### config.mk
export PLATFORM = sky130hd
export DESIGN_NAME = uart_tx_arbiter
export DESIGN_NICKNAME = d
export VERILOG_FILES = /design/src/rtl/uart_tx_arbiter.sv
export SDC_FILE = /design/constraint.sdc
export NUM_CORES = 1
export LEC_CHECK = 0
export CAP_MARGIN = 20
export CORE_MARGIN = 5
export CORE_UTILIZATION = 42
export CTS_BUF_LIST = sky130_fd_sc_hd__clkbuf_16
export DETAILED_ROUTE_END_ITERATION = 8
export GPL_TIMING_DRIVEN = 0
export PLACE_DENSITY = 0.9
export RECOVER_POWER = 25
export SLEW_MARGIN = 5
export SYNTH_ARGS = -nofsm -noshare
export SYNTH_HDL_FRONTEND = slang
export SYNTH_SLANG_ARGS = --single-unit
### constraint.sdc
create_clock -name CLK -period 2.3 [get_ports CLK]
set_input_delay 0.46 -clock CLK [delete_from_list [all_inputs] [get_ports CLK]]
set_output_delay 0.46 -clock CLK [all_outputs]
set_load 0.03 [all_outputs]
### src/rtl/uart_tx_arbiter.sv
// uart_tx_arbiter: round-robin scheduler sharing one COREUART transmitter
// among NUM_REQ byte producers. Each grant yields one write strobe on the
// UART host port, followed by a POST_WR_WAIT hold-off so that TXRDY has
// time to reflect the new byte before the next decision.
//
// Optional build macro UART_ARB_LOCK_EN: adds req_last and keeps
// multi-byte messages from one requester contiguous on the line.
module uart_tx_arbiter #(
   parameter int NUM_REQ      = 4,
   parameter int POST_WR_WAIT = 2
) (
   input  logic                                          CLK,
   input  logic                                          RESET,
   input  logic [NUM_REQ-1:0]                            req_valid,
   input  logic [8*NUM_REQ-1:0]                          req_data,
`ifdef UART_ARB_LOCK_EN
   input  logic [NUM_REQ-1:0]                            req_last,
`endif
   output logic [NUM_REQ-1:0]                            req_ready,
   output logic                                          uart_csn,
   output logic                                          uart_wen,
   output logic [7:0]                                    uart_data,
   input  logic                                          uart_txrdy,
   output logic [((NUM_REQ > 1) ? $clog2(NUM_REQ) : 1)-1:0] grant_id,
   output logic                                          busy
);

   localparam int PW = (NUM_REQ > 1) ? $clog2(NUM_REQ) : 1;
   localparam logic [PW:0] NREQ_W = (PW+1)'(NUM_REQ);

   localparam logic [1:0] ST_IDLE  = 2'd0;
   localparam logic [1:0] ST_WRITE = 2'd1;
   localparam logic [1:0] ST_HOLD  = 2'd2;

   logic [1:0]         state_reg;
   logic [3:0]         hold_cnt_reg;
   logic [PW-1:0]      ptr_reg;
   logic [7:0]         data_reg;
   logic [NUM_REQ-1:0] ready_reg;
   logic               csn_reg;
   logic               wen_reg;
   logic               busy_reg;

   logic [NUM_REQ-1:0] eligible;
   logic               win_found;
   logic [PW-1:0]      win_idx;
   logic [PW:0]        cand;
   logic [7:0]         req_byte [NUM_REQ];

   // Split the flat data bus into one byte per requester.
   generate
      for (genvar gi = 0; gi < NUM_REQ; gi++) begin : g_bytes
         assign req_byte[gi] = req_data[8*gi +: 8];
      end
   endgenerate

`ifdef UART_ARB_LOCK_EN
   logic               lock_reg;
   logic [NUM_REQ-1:0] ptr_onehot;

   // While locked, only the owner of the open message may be granted.
   assign ptr_onehot = NUM_REQ'(1) << ptr_reg;
   assign eligible   = lock_reg ? (req_valid & ptr_onehot) : req_valid;
`else
   assign eligible   = req_valid;
`endif

   // Winner search: nearest eligible requester after ptr, wrapping around.
   // Scanning from farthest to nearest lets the nearest overwrite the rest.
   always_comb begin
      win_found = 1'b0;
      win_idx   = ptr_reg;
      cand      = '0;
      for (int k = NUM_REQ; k >= 1; k--) begin
         cand = {1'b0, ptr_reg} + (PW+1)'(k);
         if (cand >= NREQ_W) begin
            cand = cand - NREQ_W;
         end
         if (eligible[cand[PW-1:0]]) begin
            win_found = 1'b1;
            win_idx   = cand[PW-1:0];
         end
      end
   end

   // Arbitration FSM: IDLE decides, WRITE strobes for one cycle, HOLD waits.
   always_ff @(posedge CLK) begin
      if (RESET) begin
         state_reg    <= ST_IDLE;
         hold_cnt_reg <= '0;
         ptr_reg      <= PW'(NUM_REQ - 1);
         data_reg     <= '0;
         ready_reg    <= '0;
         csn_reg      <= 1'b1;
         wen_reg      <= 1'b1;
         busy_reg     <= 1'b0;
`ifdef UART_ARB_LOCK_EN
         lock_reg     <= 1'b0;
`endif
      end else begin
         case (state_reg)
            ST_IDLE: begin
               if (uart_txrdy && win_found) begin
                  data_reg  <= req_byte[win_idx];
                  ptr_reg   <= win_idx;
                  ready_reg <= NUM_REQ'(1) << win_idx;
                  csn_reg   <= 1'b0;
                  wen_reg   <= 1'b0;
                  busy_reg  <= 1'b1;
                  state_reg <= ST_WRITE;
`ifdef UART_ARB_LOCK_EN
                  // The lock is decided at grant time from the byte's last flag.
                  lock_reg  <= ~req_last[win_idx];
`endif
               end
            end
            ST_WRITE: begin
               csn_reg      <= 1'b1;
               wen_reg      <= 1'b1;
               ready_reg    <= '0;
               hold_cnt_reg <= 4'(POST_WR_WAIT);
               state_reg    <= ST_HOLD;
            end
            ST_HOLD: begin
               if (hold_cnt_reg == 4'd1) begin
                  busy_reg  <= 1'b0;
                  state_reg <= ST_IDLE;
               end else begin
                  hold_cnt_reg <= hold_cnt_reg - 4'd1;
               end
            end
            default: begin
               csn_reg   <= 1'b1;
               wen_reg   <= 1'b1;
               ready_reg <= '0;
               busy_reg  <= 1'b0;
               state_reg <= ST_IDLE;
            end
         endcase
      end
   end

   assign req_ready = ready_reg;
   assign uart_csn  = csn_reg;
   assign uart_wen  = wen_reg;
   assign uart_data = data_reg;
   assign grant_id  = ptr_reg;
   assign busy      = busy_reg;

endmodule
Word-level counts from Yosys, hierarchy flattened --
Cells that the tools add are included.
Word-level totals: output and inout bits 17, input bits 39, logic and storage cells 78, register bits after elaboration 22
Operators by class: muxes and demuxes 35, order comparisons 9, equal/unequal tests 6, reductions and logical operators 8, add/sub/neg operators 9, bitwise operators 3, shift-type cells 1
Operators by type and width (number):
- $mux 2 | 10
- $bmux 8 s2 | 1
- $mux 8 | 2
- $pmux 4 s2 | 2
- $ge 3x3->1 const B | 5
- $lt 2x3->1 const B | 4
- $mux 1 | 11
- $bmux 1 s2 | 4
- $mux 4 | 2
- $reduce_and 2->1 | 4
- $sub 2x1->2 const B | 4
- $add 2x2->3 const B | 2
- $ne 2x2->1 const B | 3
- $pmux 2 s3 | 1
- $eq 4x1->1 const B | 1
- $shl 1x2->4 const A | 1
- $sub 4x1->4 const B | 1
- $add 2x1->3 const B | 1
- $add 2x3->3 const B | 1
- $not 2->3 | 1
- $pmux 1 s3 | 1
- $reduce_and 3->1 | 1
- $eq 2x1->1 const B | 1
- $eq 2x2->1 const B | 1
- 5 further kinds | 6

Longest topological paths before layout --
Gate-level depths: netlist (run 1).
word-level depth 13, gate-level depth with buffers 8, depth with buffers taken out 7

Least setup slack after synthesis (run 1) --
OpenSTA, ideal clock, no wires.
path kind register to register, start point reg ptr_reg[1], in the netlist grant_id[1], end point reg data_reg[1], in the netlist uart_data[1], stages on the path, launching flop included 9, path buffers 3, data required time 2161 ps, setup time 139 ps, clock period less this slack 1848 ps, arrival time 1709 ps, setup slack 452 ps, cells stage by stage dfxtp_1 nand2_1 a21o_1 buf_6 and3_4 buf_6 buf_12 a211oi_2 a211oi_2
On the way: longest elaborated chain between the ends 13, elaborated cells on any way between the ends 38, classes of those cells 8 x add/sub; 4 x order compare; 23 x mux; 1 x bitwise; 2 x reduce/logical
RTL lines:
- start: declaration | RTL line 37 | logic [PW-1:0] ptr_reg;
- start signal: assignment | RTL line 91 | ptr_reg <= PW'(NUM_REQ - 1);
- start signal: assignment | RTL line 105 | ptr_reg <= win_idx;
- $add 2x3->3 | RTL line 75 | cand = {1'b0, ptr_reg} + (PW+1)'(k);
- $ge 3x3->1 or $sub 2x1->2 (tied branches) | RTL line 76, 77
- $mux 2 | RTL line 76 | if (cand >= NREQ_W) begin
- $bmux 1 s2 | RTL line 79 | if (eligible[cand[PW-1:0]]) begin
- $mux 1 (implied by the code) | RTL line 79
- $mux 2 (4 in series) | RTL line 79
- $not 2->3 (implied by the code) | RTL line 104 | data_reg <= req_byte[win_idx];
- $bmux 8 s2 | RTL line 104
- $mux 8 (implied by the code) (2 in series) | RTL line 104
- end signal: assignment | RTL line 104
- end: declaration | RTL line 38 | logic [7:0] data_reg;
Several ways; a longest one is shown, not always the timed one. The select of a mux whose other input is x is not followed. A chain may end at the register's enable or synchronous reset.

Worst setup path in the final report (run 1) --
start point in req_valid[1], end point reg data_reg[0], in the netlist uart_data[0]
On the way: longest elaborated chain between the ends 10, elaborated cells on any way between the ends 22, classes of those cells 19 x mux; 1 x bitwise; 2 x reduce/logical
RTL lines:
- start: declaration | RTL line 14 | input logic [NUM_REQ-1:0] req_valid,
- $bmux 1 s2 | RTL line 79
- $mux 1 (implied by the code) | RTL line 79
- $mux 2 (4 in series) | RTL line 79
- $not 2->3 (implied by the code) | RTL line 104
- $bmux 8 s2 | RTL line 104
- $mux 8 (implied by the code) (2 in series) | RTL line 104
Several ways; a longest one is shown, not always the timed one. The select of a mux whose other input is x is not followed.

==> results of run 1 <==
-- timing repair --
item,CTS,global route
resized for setup,0,2
endpoints found under the setup margin,0,8
hold endpoints to repair,0,0
-- logic make-up after synthesis --
kind of cell / Yosys count
AOI/OAI and AO/OA: 51
muxes: 9
and+or+nand+nor: 46
buffers and inverters: 20
adders and majority gates: 2
DFF: 22
-- worst paths after layout --
check                                  from                        end  cells after the start
setup reg to reg   grant_id[1]$_SDFFE_PP1P_  uart_data[7]$_SDFFE_PP0P_                      8
hold / removal    req_ready[3]$_SDFFE_PP0P_  req_ready[3]$_SDFFE_PP0P_                      2
hold reg to reg   req_ready[3]$_SDFFE_PP0P_  req_ready[3]$_SDFFE_PP0P_                      2
setup / recovery               req_valid[1]  uart_data[0]$_SDFFE_PP0P_                      6
-- power by group through the flow --
stage	clock network, mW	registers (mW)	logic [mW]
finish	0.489	0.456	0.469
floorplan	0	0.526	0.222
global route	0.511	0.464	0.507
global placement	0	0.461	0.458
detailed placement	0	0.463	0.466
CTS	0.494	0.456	0.469
-- per-stage QoR --
| stage | instance area [um2] | setup slack [ns] | utilization, % | setup TNS [ns] |
|---|---|---|---|---|
| final | 2040 | 0.183 | 66.9 | 0 |
| after global routing | 2040 | 0.0462 | 66.9 | 0 |
| after CTS | 2030 | 0.132 | 66.4 | 0 |
| after detailed placement | 1920 | -0.114 | 63.0 | -0.791 |
| after global placement | 1920 | -0.0960 | 63.0 | -0.624 |
| after floorplan | 1330 | 0.452 | - | 0 |
-- layout make-up --
| class | instances | area share [%] |
|---|---|---|
| Timing Repair Buffer | 54 | 26.5 |
| Multi-Input combinational cell | 108 | 38.6 |
| Inverter | 12 | 2.21 |
| Clock inverter | 1 | 1.47 |
| Tap cell | 44 | 2.70 |
| Sequential cell | 22 | 21.6 |
| Buffer | 8 | 3.31 |
| Clock buffer | 3 | 3.68 |
-- routing by layer --
metal	share of wire, %	GRT usage, %	vias to the layer above
li1	-	-	658
met1	42	19.6	638
met2	48	28.4	46
met3	8.9	5.44	5
met4	1.3	7.61	0
met5	0	0	-
-- cells in the mapped netlist (2+ instances only) --
master	instances
nor3_1	3
inv_1	11
a21oi_1	16
buf_2	2
dfxtp_1	22
nor2b_1	3
buf_6	2
clkbuf_1	2
nor2_1	7
nand2b_1	6
a211oi_1	3
a211oi_2	14
a21o_1	3
ha_1	2
nand3_1	6
nand2_1	11
mux2i_1	9
a31oi_1	10
-- critical path, stage by stage --
cell,delay (ns)
clkdlybuf4s50_1,0.48
o21a_1,0.21
o21ai_0,0.43
nand4b_4,0.29
a211oi_1,0.29
a211oi_1,0.08
-- cell usage in the layout (no fill, tap or decap), types with 2 or more instances in the layout --
cell             netlist  final
nor3_1                 3      3
a211oi_1               3      3
nand3_1                6      6
clkdlybuf4s50_1        0     47
clkbuf_16              0      3
a31oi_1               10     10
clkbuf_1               2      2
nor2_1                 7      7
buf_6                  2      2
nand2_1               11     11
a21oi_1               16     16
a211oi_2              14     14
dlygate4sd3_1          0      7
mux2i_1                9      9
ha_1                   2      2
dfxtp_1               22     22
a21o_1                 3      3
buf_2                  2      2
nor2b_1                3      3
nand2b_1               6      6
inv_1                 11     11
nor2_4                 1      2
==> run metrics, run 1 <==
status=complete, no violations; Clock Latency Late Sink=roughly 0.26 ns; Worst-Margin Slew=0.595 ns; Final HPWL DP=2630 um; WHS=0.448 ns; Combinational Power Share=33.2%; global-route usage over all layers=between 10% and 20%; First DRT Iteration DRCs=79; max reg flops=8; # diodes=0; vias in the first global route=1339; Synth top area share=33.2%; Highest Clock Rate=0.472 GHz; Int Pwr=0.991 mW; ys async rst share=0%; maximum vdd drop=0.420 mV; Reg2Reg Setup Slack=approximately 0.50 ns; mux contribution to synthesized area=6.79%; Psw=0.422 mW; Leak=0.813 nW; number of synthesis warnings=0; largest family of logic cells by synthesized area=compound AO/OA/AOI/OAI gates; number of synthesized flops with an enable pin=0; Worst slew margin=60.0%; area leader, netlist=dfxtp_1; Placed Instances=248; CTS Hold Buffers Added=0; multi-input logic area=between 700 and 800 um2; synthesized instance count=150; critical path class=primary input to register; GP Congestion=0.782; final hold viol count=0; layout cells sized above 1=14.9%; Yosys cell types=36; sequential element share of the synthesized area=about a third; Crit. End Element=register; #FFs+latches synth=22; area share of fa/ha/maj cells after synthesis=~1.9%; worst-path maximum fanout=9; port bufs=54; number of post-CTS setup repair buffers=0; skew final=0.00358 ns; pin count of the biggest net entering global routing=14; clock share of power=34.6%; Pins Over Slew Limit=0; initial antenna violation count=0; Via Count=1347; Layout Cells excl Fill=252; WP data required=roughly 2.4 ns; Post-Synth Simple-Gate Area=between 10% and 20%; Initial Util=43.5%; Net Count, Synth=191; Sequential Area=440 um2; clock sinks=22; Mean Syn Cell Area=between 8 and 9 um2; GRT overflow=0; Synth Area in XOR/XNOR=0%; number of routed nets with antenna violations=0; RSZ-0062 raised after global routing=false; PwrDens=692 nW/um2; nets=250; first-pass GRT wire length=just under 6000 um; synthesized cell area=around 1300 um2; fin crit period=2.12 ns; Core ar.=3050 um2; max cap viols=0; first drt pass iteration count=4; I/O pin cnt=56; H-tree depth=1; Reg clk slew, reported paths=0.06 ns; Sequential Power Share=32.2%; CTS Buffer Depth=2; Avg Vias per Cell=5.35; full die area=approximately 4400 um2; final setup fails=0; Fillers=270; final WL=3580 um; Startpoint Class=primary input; Die H=66.2 um; Area contributors post-synth=dfxtp_1 33%, a211oi_2 13%, mux2i_1 6.8%; cts bufs inserted=3; Final Power=1.41 mW; Synth Area in Compound Gates=30.1%; Net Sw Frac=29.8%; ys flop type=dfxtp_1; Wirelength per Cell=14.2 um; DRC errors left=0; Tcrit/Tclk final=92.0%; root buffer cell=clkbuf_16; arrival time at the worst endpoint=2.25 ns; row count=20; CTS tree=done; min-delay worst type=register to register; Die W=66.2 um; Synth-to-Final Area Change=53.8%
No activity file was read; power rests on OpenSTA's default activity.
==> inputs of run 2 (changes only) <==
--- a/config.mk
+++ b/config.mk
@@ -9,10 +9,12 @@
 export CORE_MARGIN = 5
 export CORE_UTILIZATION = 42
 export CTS_BUF_LIST = sky130_fd_sc_hd__clkbuf_16
+export CTS_CLUSTER_DIAMETER = 200
 export DETAILED_ROUTE_END_ITERATION = 8
 export GPL_TIMING_DRIVEN = 0
 export PLACE_DENSITY = 0.9
 export RECOVER_POWER = 25
+export SETUP_SLACK_MARGIN = 0.02
 export SLEW_MARGIN = 5
 export SYNTH_ARGS = -nofsm -noshare
 export SYNTH_HDL_FRONTEND = slang
==> results of run 2 <==
The final DEF is identical to that of run 1; final timing and power are the same.
==> inputs of run 3 (changes only) <==
==> constraint.sdc (replaced) <==
create_clock -name CLK -period 2.3 [get_ports CLK]
set_input_delay 0.46 -clock CLK [delete_from_list [all_inputs] [get_ports CLK]]
set_output_delay 0.46 -clock CLK [all_outputs]
set_load 0.05 [all_outputs]
==> run 3 against run 2 <==
Net effect:
- combinational power grew 12%
- critical path depth grew 1
- global-route usage is the same
- clock power is essentially flat
- critical path type unchanged
- highest routed layer unchanged
==> run metrics, run 3 (synthesis results as in run 1) <==
GP Congestion=0.782 (unchanged); CTS Buffer Depth=2 (unchanged); RSZ-0062 raised after global routing=false; row count=20 (unchanged); maximum vdd drop=0.422 mV (+0.44%); Highest Clock Rate=0.463 GHz (-2.0%); DP Area=1920 um2 (unchanged); commonest non-fill, non-tap cells in the layout=52 x clkdlybuf4s50_1, 22 x dfxtp_1, 16 x a21oi_1; First DRT Iteration DRCs=79 (unchanged); most common cell after layout, fill and taps aside=clkdlybuf4s50_1; nets=250 (unchanged); worst-path maximum fanout=10 (+1); arrival time at the worst endpoint=2.29 ns (+0.04 ns); status=complete, no violations; Leak=0.798 nW (-1.9%); H-tree depth=1 (unchanged); skew final=0.00355 ns (-0.0000260 ns); CP Buf/Inv Count=2 (+1); clock sinks=22 (unchanged); Layout Cells excl Fill=252 (unchanged); critical path class=primary input to register; Reg2Reg Setup Slack=0.50 ns (about the same); Hold Path Depth=2 (unchanged); port bufs=54 (unchanged); layout cells sized above 1=14.4% (-0.48 points); Final HPWL DP=2630 um (unchanged); CP cell instances=clkdlybuf4s50_1, nor4_1, or3b_1, clkbuf_1, nor2_4, a21oi_1, a211oi_2; Reg-to-Reg Start=grant_id[1]$_SDFFE_PP1P_; initial antenna violation count=0 (unchanged); slowest cell on the critical path=nor4_1; root buffer cell=clkbuf_16; Setup TNS=0 ns (unchanged); Worst-Margin Slew=0.595 ns (unchanged); Tcrit/Tclk final=93.9% (+1.9 points); Synth-to-Final Area Change=53.7% (about the same); Die W=66.2 um (unchanged); min-delay worst type=register to register; number of post-CTS setup repair buffers=0 (unchanged); Die H=66.2 um (unchanged); DRC errors left=0 (unchanged); final WL=3590 um (+0.14%); Via Count=1345 (-0.15%); cts bufs inserted=3 (unchanged); Clock Latency Late Sink=0.26 ns (about the same); cells on worst reg2reg path=8 (unchanged); Final Power=1.47 mW (+4.0%); Initial Util=43.5% (unchanged); Top Family by Delay on Critical Path=simple AND/OR/NAND/NOR gates; Reg clk slew, reported paths=0.06 ns (about the same); fin crit period=2.16 ns (+0.0441 ns); Startpoint Class=primary input; first-pass GRT wire length=5870 um (unchanged); number of routed nets with antenna violations=0 (unchanged); Avg Vias per Cell=5.34 (-0.15%); global-route usage over all layers=17.0% (unchanged); # diodes=0 (unchanged); Placed Instances=248 (unchanged); CTS tree=done; full die area=4390 um2 (unchanged); Wirelength per Cell=14.2 um (+0.14%); Crit. End Element=register; GRT overflow=0 (unchanged); pin count of the biggest net entering global routing=14 (unchanged); HP Start=req_ready[3]$_SDFFE_PP0P_; max reg flops=8 (unchanged); final setup fails=0 (unchanged); Post-CTS Resized=0 (unchanged); WP data required=2.43 ns (about the same); Pins Over Slew Limit=0 (unchanged); PwrDens=720 nW/um2 (+4.1%); vias in the first global route=1339 (unchanged); first drt pass iteration count=4 (unchanged); I/O pin cnt=56 (unchanged); Worst slew margin=60.0% (unchanged); CTS Hold Buffers Added=0 (unchanged); R2R Path End=uart_data[7]$_SDFFE_PP0P_; fin area=2040 um2 (about the same); max cap viols=0 (unchanged); final hold viol count=0 (unchanged); max incr delay on CP=0.51 ns (+0.03 ns); Core ar.=3050 um2 (unchanged); Worst Hold Endpoint=req_ready[3]$_SDFFE_PP0P_
==> run 3: cell count changes in the layout (fill, tap and decap cells not counted), sizes merged <==
cell,before,now
buf,6,5
clkbuf,5,6
clkdlybuf4s50,47,52
dlygate4sd3,7,2
==> run 3: worst register-to-register path, delay by kind of cell (launching register included) <==
kind,cells,cell delay (ns)
AO/OA/AOI/OAI,3,0.50
buffers and inverters,3,0.48
flip-flops,1,0.45
AND/OR/NAND/NOR,2,0.25
==> run 3: cell type report <==
type	count	area, um2
clock inverter	1	30.0
tap	44	55.1
clock buffer	3	75.1
inverter	12	45.0
multi-input combinational	108	788
sequential	22	440
timing repair buffer	54	541
buffer	8	66.3
fill	271	1010
==> run 3: worst max-delay path by stage <==
stage,start,end,depth (start not counted)
5_1_grt,req_valid[1],uart_data[0]$_SDFFE_PP0P_,6
4_1_cts,req_valid[1],uart_data[0]$_SDFFE_PP0P_,6
6_report,req_valid[1],uart_data[7]$_SDFFE_PP0P_,7
3_5_place_dp,req_valid[1],uart_data[0]$_SDFFE_PP0P_,6
3_3_place_gp,req_valid[1],uart_data[0]$_SDFFE_PP0P_,6
2_1_floorplan,grant_id[1]$_SDFFE_PP1P_,uart_data[1]$_SDFFE_PP0P_,8
==> run 3: through the flow <==
step | utilization (%) | hold WS [ns] | worst slack (ns)
6_report | 66.8 | 0.448 | 0.139
4_1_cts | 66.4 | 0.454 | 0.132
3_3_place_gp | 63.0 | 0.441 | -0.0960
3_5_place_dp | 63.0 | 0.446 | -0.114
5_1_grt | 66.8 | 0.468 | 0.0462
2_1_floorplan | - | 0.454 | 0.298
==> run 3: metal layers <==
metal  global-route usage [%]  wire [um]  up-vias
li1                         -          -      658
met2                     28.4       1720       46
met3                     5.44        318        5
met1                     19.6       1500      636
met4                     7.61         47        0
met5                        0          0        -
==> run 3: power breakdown <==
group	total [mW]	internal, mW	switching [mW]	leakage [nW]
combinational	0.525	0.225	0.300	0.565
clock	0.489	0.346	0.143	0.0511
sequential	0.456	0.424	0.0322	0.181
total	1.47	0.994	0.475	0.798
